`src/rtl/jbi_ssi_master.sv`:
```
`default_nettype none
// ============================================================================
//  Module      : jbi_ssi_master
//  Description : Serial master for the SSI boot/config interface. Serializes
//                one read/write request at a time onto mosi with a generated
//                sck, waits for the slave's start bit on miso, then collects
//                the ack and (for reads) the returned data.
//  Revision    : 1.0 - initial release
// ============================================================================
module jbi_ssi_master #(
    parameter int ADDR_W  = 28,
    parameter int DATA_W  = 32,
    parameter int DIV     = 4,
    parameter int TO_BITS = 1024
) (
    input  logic              clk,
    input  logic              reset,
    input  logic              req_vld,
    output logic              req_rdy,
    input  logic              req_rw,
    input  logic [ADDR_W-1:0] req_addr,
    input  logic [DATA_W-1:0] req_wdata,
    output logic              rsp_vld,
    input  logic              rsp_rdy,
    output logic              rsp_err,
    output logic              rsp_timeout,
    output logic [DATA_W-1:0] rsp_rdata,
    output logic              jbi_io_ssi_mosi,
    output logic              jbi_io_ssi_sck,
    input  logic              io_jbi_ssi_miso
);

    // Frame bits after the start bit: rw, address, write data
    localparam int c_SH_W   = 1 + ADDR_W + DATA_W;
    localparam int c_WR_LEN = 2 + ADDR_W + DATA_W;
    localparam int c_RD_LEN = 2 + ADDR_W;
    localparam int c_PH_W   = $clog2(DIV);
    localparam int c_BC_W   = $clog2(c_WR_LEN + 1);
    localparam int c_TO_W   = $clog2(TO_BITS + 1);

    localparam logic [c_PH_W-1:0] c_PH_ONE    = c_PH_W'(1);
    localparam logic [c_PH_W-1:0] c_PH_LAST   = c_PH_W'(DIV - 1);
    localparam logic [c_PH_W-1:0] c_PH_SAMPLE = c_PH_W'(DIV / 2);
    localparam logic [c_BC_W-1:0] c_BC_ONE    = c_BC_W'(1);
    localparam logic [c_BC_W-1:0] c_WR_LAST   = c_BC_W'(c_WR_LEN - 1);
    localparam logic [c_BC_W-1:0] c_RD_LAST   = c_BC_W'(c_RD_LEN - 1);
    localparam logic [c_BC_W-1:0] c_DATA_CNT  = c_BC_W'(DATA_W);
    localparam logic [c_TO_W-1:0] c_TO_ONE    = c_TO_W'(1);
    localparam logic [c_TO_W-1:0] c_TO_LAST   = c_TO_W'(TO_BITS - 1);

    localparam logic [2:0] c_IDLE = 3'd0;
    localparam logic [2:0] c_SEND = 3'd1;
    localparam logic [2:0] c_WAIT = 3'd2;
    localparam logic [2:0] c_RECV = 3'd3;
    localparam logic [2:0] c_DONE = 3'd4;

    logic [2:0]        r_state;
    logic [c_PH_W-1:0] r_phase;
    logic [c_BC_W-1:0] r_bit_cnt;
    logic [c_TO_W-1:0] r_to_cnt;
    logic [c_SH_W-1:0] r_shift;
    logic              r_rw;
    logic              r_mosi;
    logic              r_sck;
    logic              r_meta;
    logic              r_miso_s;
    logic              r_rsp_vld;
    logic              r_err;
    logic              r_timeout;
    logic [DATA_W-1:0] r_rdata;

    logic [c_PH_W-1:0] w_phase_nxt;
    logic              w_bit_end;
    logic              w_sample;
    logic              w_sck_nxt;
    logic              w_last_bit;

    assign w_bit_end   = (r_phase == c_PH_LAST);
    assign w_sample    = (r_phase == c_PH_SAMPLE);
    assign w_phase_nxt = w_bit_end ? '0 : r_phase + c_PH_ONE;
    assign w_sck_nxt   = (w_phase_nxt >= c_PH_SAMPLE);
    assign w_last_bit  = (r_bit_cnt == (r_rw ? c_RD_LAST : c_WR_LAST));

    // Ready is gated by reset so it is low in every reset cycle and high in
    // the first cycle after release, when the state is already IDLE.
    assign req_rdy         = (r_state == c_IDLE) && !reset;
    assign rsp_vld         = r_rsp_vld;
    assign rsp_err         = r_err;
    assign rsp_timeout     = r_timeout;
    assign rsp_rdata       = r_rdata;
    assign jbi_io_ssi_mosi = r_mosi;
    assign jbi_io_ssi_sck  = r_sck;

    // Two-flop synchronizer for the asynchronous miso pad input
    always_ff @(posedge clk) begin
        if (reset) begin
            r_meta   <= 1'b0;
            r_miso_s <= 1'b0;
        end else begin
            r_meta   <= io_jbi_ssi_miso;
            r_miso_s <= r_meta;
        end
    end

    // Transaction state machine with registered serial and response outputs
    always_ff @(posedge clk) begin
        if (reset) begin
            r_state   <= c_IDLE;
            r_phase   <= '0;
            r_bit_cnt <= '0;
            r_to_cnt  <= '0;
            r_shift   <= '0;
            r_rw      <= 1'b0;
            r_mosi    <= 1'b0;
            r_sck     <= 1'b0;
            r_rsp_vld <= 1'b0;
            r_err     <= 1'b0;
            r_timeout <= 1'b0;
            r_rdata   <= '0;
        end else begin
            case (r_state)
                c_IDLE: begin
                    r_sck <= 1'b0;
                    if (req_vld) begin
                        // Start bit goes out immediately so it is on the
                        // wire in phase 0 of the first bit period.
                        r_state   <= c_SEND;
                        r_rw      <= req_rw;
                        r_shift   <= {req_rw, req_addr, req_wdata};
                        r_mosi    <= 1'b1;
                        r_phase   <= '0;
                        r_bit_cnt <= '0;
                        r_to_cnt  <= '0;
                        r_err     <= 1'b0;
                        r_timeout <= 1'b0;
                        r_rdata   <= '0;
                    end
                end

                c_SEND: begin
                    r_phase <= w_phase_nxt;
                    r_sck   <= w_sck_nxt;
                    if (w_bit_end) begin
                        if (w_last_bit) begin
                            r_state   <= c_WAIT;
                            r_mosi    <= 1'b0;
                            r_bit_cnt <= '0;
                        end else begin
                            r_bit_cnt <= r_bit_cnt + c_BC_ONE;
                            r_mosi    <= r_shift[c_SH_W-1];
                            r_shift   <= {r_shift[c_SH_W-2:0], 1'b0};
                        end
                    end
                end

                c_WAIT: begin
                    r_phase <= w_phase_nxt;
                    r_sck   <= w_sck_nxt;
                    if (w_sample) begin
                        if (r_miso_s) begin
                            r_state <= c_RECV;
                        end else if (r_to_cnt == c_TO_LAST) begin
                            r_state   <= c_DONE;
                            r_timeout <= 1'b1;
                            r_rsp_vld <= 1'b1;
                            r_sck     <= 1'b0;
                        end else begin
                            r_to_cnt <= r_to_cnt + c_TO_ONE;
                        end
                    end
                end

                c_RECV: begin
                    r_phase <= w_phase_nxt;
                    r_sck   <= w_sck_nxt;
                    if (w_sample) begin
                        if (r_bit_cnt == '0) begin
                            // Ack bit; only a successful read carries data
                            r_err <= r_miso_s;
                            if (!r_rw || r_miso_s) begin
                                r_state   <= c_DONE;
                                r_rsp_vld <= 1'b1;
                                r_sck     <= 1'b0;
                            end else begin
                                r_bit_cnt <= c_BC_ONE;
                            end
                        end else begin
                            r_rdata <= {r_rdata[DATA_W-2:0], r_miso_s};
                            if (r_bit_cnt == c_DATA_CNT) begin
                                r_state   <= c_DONE;
                                r_rsp_vld <= 1'b1;
                                r_sck     <= 1'b0;
                            end else begin
                                r_bit_cnt <= r_bit_cnt + c_BC_ONE;
                            end
                        end
                    end
                end

                c_DONE: begin
                    r_sck <= 1'b0;
                    if (rsp_rdy) begin
                        r_state   <= c_IDLE;
                        r_rsp_vld <= 1'b0;
                    end
                end

                default: begin
                    r_state <= c_IDLE;
                    r_sck   <= 1'b0;
                    r_mosi  <= 1'b0;
                end
            endcase
        end
    end

endmodule
`default_nettype wire

```
`config.mk`:
```
export PLATFORM = sky130hd
export DESIGN_NAME = jbi_ssi_master
export DESIGN_NICKNAME = d
export VERILOG_FILES = /design/src/rtl/jbi_ssi_master.sv
export SDC_FILE = /design/constraint.sdc
export NUM_CORES = 1
export LEC_CHECK = 0
export CORE_MARGIN = 1
export CORE_UTILIZATION = 45
export CTS_CLUSTER_SIZE = 12
export DETAILED_ROUTE_END_ITERATION = 16
export DONT_BUFFER_PORTS = 1
export REMOVE_ABC_BUFFERS = 1
export SLEW_MARGIN = 20
export SYNTH_ARGS = -nofsm -noshare
export SYNTH_HDL_FRONTEND = slang
export SYNTH_SLANG_ARGS = --single-unit
```
`constraint.sdc`:
```
create_clock -name clk -period 3.4 [get_ports clk]
set_clock_uncertainty 0.15 [all_clocks]
set_input_delay 0.85 -clock clk [delete_from_list [all_inputs] [get_ports clk]]
set_output_delay 0.85 -clock clk [all_outputs]
set_load 0.02 [all_outputs]
```
* Word-level counts from Yosys, hierarchy flattened
Cells that the tools add are included.
** Storage, ports and cells
- Bits in registers :: 123
- Bits of input ports :: 66
- Output and inout bits :: 38
** Cells by class
- $add $sub $neg :: 3
- Magnitude comparators :: 1
- Equality and inequality tests :: 26
- Multiplexer cells :: 63
- Bitwise logic cells :: 1
- Reductions and logical operators :: 25
** Operator list (count)
- $mux 61 :: 3
- $pmux 61 s2 :: 1
- $mux 32 :: 3
- $pmux 32 s2 :: 1
- $mux 6 :: 8
- $mux 11 :: 4
- $mux 3 :: 11
- $ne 2x2->1 const B :: 12
- $pmux 11 s2 :: 1
- $mux 1 :: 21
- $pmux 6 s3 :: 1
- $ne 3x3->1 const B :: 5
- $pmux 3 s5 :: 1
- $reduce_and 4->1 :: 3
- $add 11x1->11 const B :: 1
- $eq 11x10->1 const B :: 1
- $reduce_and 5->1 :: 2
- $pmux 1 s3 :: 3
- $reduce_and 9->1 :: 1
- $reduce_and 8->1 :: 1
- $reduce_bool 2->1 :: 4
- $add 6x1->6 const B :: 1
- $eq 3x2->1 const B :: 2
- $eq 6x6->1 :: 1
- 20 further kinds :: 27

* Logic depth before layout (Yosys ltp)
- Word-level depth :: 7
- Depth in mapped cells :: 9
- Mapped depth without buffers :: 7

* Worst setup path after synthesis
OpenSTA, ideal clock, no wires.
- Kind :: input to output
- Start :: in reset
- End :: out req_rdy
- Data arrival time :: 1727 ps
- Path slack :: 673 ps
- Stages :: 3
- Buffers on the path :: 2
- Cells stage by stage :: clkbuf_1 clkbuf_1 nor3_1
** On the way
- Longest elaborated chain between the ends :: 2
** Ends and longest elaborated chain
- start: declaration :: line 17 : input logic reset,
- $logic_not 1->1 :: line 86 : assign req_rdy = (r_state == c_IDLE) && !reset;
- $logic_and 1x1->1 :: line 86
- end: declaration :: line 19 : output logic req_rdy,
No other way between the ends.

* Final worst setup path
- Start :: reg r_state[1]
- End :: out req_rdy
** On the way
- Longest elaborated chain between the ends :: 2
** Ends and longest elaborated chain
- start: declaration :: line 57 : logic [2:0] r_state;
- start signal: assignment :: line 108 : r_state <= c_IDLE;
- start signal: assignment :: line 127 : r_state <= c_SEND;
- start signal: assignment :: line 145 : r_state <= c_WAIT;
- $logic_not 3->1 :: line 86
- $logic_and 1x1->1 :: line 86
No other way between the ends.

==> run summary <==
The flow ran to the end, but the final reports show violations. The checks that failed: DRC. The root buffer selected by CTS was sky130_fd_sc_hd__clkbuf_16. Max-cap violations in this run came to 0. The initial detailed-routing violation count was 331.

The number of antenna violations at the first check in global routing is 0. Buffers inserted to repair hold after CTS numbered 0. For the global-route wire length before repair, the log shows 20,200 um. Signal routing reaches up to met4. The biggest area contributor in the post-synthesis netlist is sky130_fd_sc_hd__dfxtp_1. The tools report the non-filler instance count after layout as 800.

Among cell families on the critical path, the largest total delay comes from simple AND/OR/NAND/NOR gates. The placed instance count was 768; the number of enable flip-flop cells after synthesis was 0. Post-CTS timing repair inserted 0 buffers for setup. The H-tree generated during clock tree synthesis spans 4 levels. The detail route stage leaves a number of antenna-violating nets equal to 0. STA classifies the critical path startpoint as a flip-flop. Of all flip-flops after synthesis, the portion carrying an async set or reset was 0%. Derived from the worst setup path, the maximum achievable clock frequency is 0.342 GHz. The predominant post-synthesis flop cell was sky130_fd_sc_hd__dfxtp_1.

The first TritonRoute pass finished after 11 iterations. The placement-stage cell area is 5550 um2. Clock period minus worst slack: 2.92 ns.

Once layout is done, the placed cells without fillers occupy 6150 um2. The count of pins over their slew limit is 0. The run gives 4,165 as the via count of the first global-routing pass. The width of the die was 112 um. Setup repair after global routing left no endpoint under its margin. The delay of the slowest cell on the worst path is 0.61 ns. The run gives 39 as the total number of placement rows. In the synthesized netlist, the cells that appear most often are sky130_fd_sc_hd__nand2_1, sky130_fd_sc_hd__dfxtp_1, sky130_fd_sc_hd__nor2_1.

Of all nets on the critical path, the largest fanout is 18. From synthesis to final layout, the design area changed by 12.5%. Measured along the y axis, the die boundary spans 112 um. Traced cell by cell, the critical path runs through buf_4, or2_0, nor3_1. The number of remaining DRC errors came out at 6.

In the detailed route, the total length drawn on met3 is 735 um. At the worst endpoint, the arrival time is 1.92 ns. Once the clock tree was built, the resizer swapped 0 gates to a different size. The final worst setup slack was 0.477 ns; the number of synthesized register bits was 123. The maximum vdd ir drop is 0.556 mV.

The type of the worst min-delay path was reg2reg. The run gives 0 as the number of antenna diodes. For this design the top-level I/O count stands at 104.

Dividing the detail-routed via count by the number of cells gives 5.75. The area share of the largest cell type after synthesis was 45.0%; the total buffers and inverters traversed by the critical path was 1. Effective utilization at floorplan: 47.1%.

After synthesis, the cell types taking the most area are sky130_fd_sc_hd__dfxtp_1, sky130_fd_sc_hd__a311oi_1, sky130_fd_sc_hd__nand2_1. Setup violations remaining at the end of the flow were counted as 0. The total clock buffers created by CTS is 17, and the post-synth design cell area is 5470 um2. In this run the static leakage power is 2.20 nW.

The critical setup path kind was reg2out. The final layout net count came out at 716. Measured against its own limit, the worst slew margin works out to 50.5%. The total power divided by cell area is 849 nW/um2. The later pin in the worst-skew pair is clocked with a latency of 0.41 ns. At the pin with the least slew margin, the transition time is 0.741 ns. For the routability congestion estimate from global placement, the log shows 0.816. The clock passes through at most 2 buffers. Master of the slowest instance on the critical path: sky130_fd_sc_hd__nor3_1.

Entering global routing, the biggest net connects 122 pins. The proportion of synthesized chip area in sequential cells is 45.0%, and the clock-pin slew reported for the worst setup and hold paths after clock tree synthesis is 0.05 ns. The final wirelength was 12,100 um; the length of routed met2 wiring was 5680 um. The average wire length per cell after detail routing is 15.1 um.

The overall fraction of global-route tracks in use was 20.1%; the final core area utilization was 52.9%. TritonCTS built the clock tree. The run gives 7720 um as the half-perimeter wire length of the detailed placement result. The cell count after synthesis came out at 666.

The mean instance size in the synthesized netlist was 8.21 um2. Kind of end point of the critical path: an output port. The floorplan step defined a core boundary enclosing 11,600 um2. The netlist uses 54 different library cells.

For this run, the number of Yosys warnings is 0. Fraction of final layout cells sized beyond drive strength 1: 8.83%. Before CTS, the worst setup slack after placement is 0.844 ns. The total of buffers placed on input and output ports works out to 0.

The clock drives 123 sinks. The die covers 12,600 um2. For the worst setup path, the data required time is 2.40 ns. Final worst-path cycle share: 86.0%. By instance count, the leading cell after synthesis is sky130_fd_sc_hd__nand2_1. The run gives 0 as the final-report hold violation count. Detailed routing inserted a total of 4,596 vias. The detailed router put a total of 5610 um of wire on met1.

After global routing the overflow that remains totals 0.
[tightest hold or removal path, delay by kind of cell, from the launching register on]
| family | cells | cell delay [ns] |
|---|---|---|
| flip-flops | 1 | 0.31 |
| buffers and inverters | 1 | 0.05 |
| AO/OA/AOI/OAI | 1 | 0.03 |
[cell type report]
| type | instances | area, um2 |
|---|---|---|
| clock buffer | 25 | 485 |
| clock inverter | 7 | 113 |
| fill | 1091 | 5470 |
| inverter | 18 | 67.6 |
| multi-input combinational | 472 | 2730 |
| sequential | 123 | 2460 |
| tap | 143 | 179 |
| timing repair buffer | 12 | 115 |
[placed cells by master, fill, tap and decap left out, drive strengths merged, types with 2 or more instances in the layout]
master	count
or2	2
nand3	6
o21ai	10
nor4	5
nand2b	5
o32ai	4
o211ai	5
mux2i	2
dfxtp	123
clkinv	3
a22oi	32
nor3	13
or4b	2
nor2	121
nand4	4
a21oi	17
nand3b	2
xnor2	9
clkbuf	25
ha	6
bufinv	3
inv	18
or4	2
a31oi	2
or3	6
a211oi	2
nand2	130
buf	12
nor2b	6
o311ai	2
o22ai	3
a311oi	61
[power breakdown]
group	total, mW	switching, mW	internal, mW
clock	1.82	0.613	1.21
sequential	1.90	0.177	1.73
combinational	1.49	0.950	0.545
[worst paths after layout]
check / start / endpoint / slack, ns / cells past startpoint
setup / recovery: r_state[1]$_SDFFE_PP0P_ / req_rdy / 0.48 / 3
hold / removal: r_to_cnt[10]$_SDFFE_PP0P_ / r_to_cnt[10]$_SDFFE_PP0P_ / 0.28 / 2
setup reg to reg: r_state[0]$_SDFFE_PP0P_ / r_shift[29]$_SDFFE_PP0P_ / 0.84 / 5
hold reg to reg: r_to_cnt[10]$_SDFFE_PP0P_ / r_to_cnt[10]$_SDFFE_PP0P_ / 0.28 / 2
[state kept, by name, summed over array words and instances, names as in the netlist]
name,flops
r_phase,2
r_miso_s,1
rsp_rdata,32
r_bit_cnt,6
jbi_io_ssi_mosi,1
rsp_vld,1
r_shift,61
r_meta,1
rsp_timeout,1
jbi_io_ssi_sck,1
r_state,3
r_to_cnt,11
r_rw,1
rsp_err,1
[through the flow]
stage	hold WS [ns]	TNS [ns]	power, mW
after floorplan	0.253	-49.16	3.04
after detailed placement	0.271	0	3.43
final	0.280	0	5.22
after global placement	0.262	0	3.37
after global routing	0.307	0	5.57
after CTS	0.282	0	5.27
[layer usage]
| metal | GRT usage (%) | vias up |
|---|---|---|
| li1 | - | 2308 |
| met1 | 25.5 | 2176 |
| met2 | 31.0 | 108 |
| met3 | 7.51 | 4 |
| met4 | 7.91 | 0 |
| met5 | 0 | - |
[logic make-up (layout without fill, tap and decap cells)]
family / after synthesis / count (layout) / share of synthesized area, %
muxes: 3 / 3 / 0.572
AOI/OAI and AO/OA: 143 / 143 / 21.3
xor gates and xnor gates: 9 / 9 / 1.44
DFF: 123 / 123 / 45.0
adders and majority gates: 6 / 6 / 1.37
and+or+nand+nor: 311 / 311 / 24.7
buffers and inverters: 71 / 62 / 5.58
No activity file was read; power rests on OpenSTA's default activity.
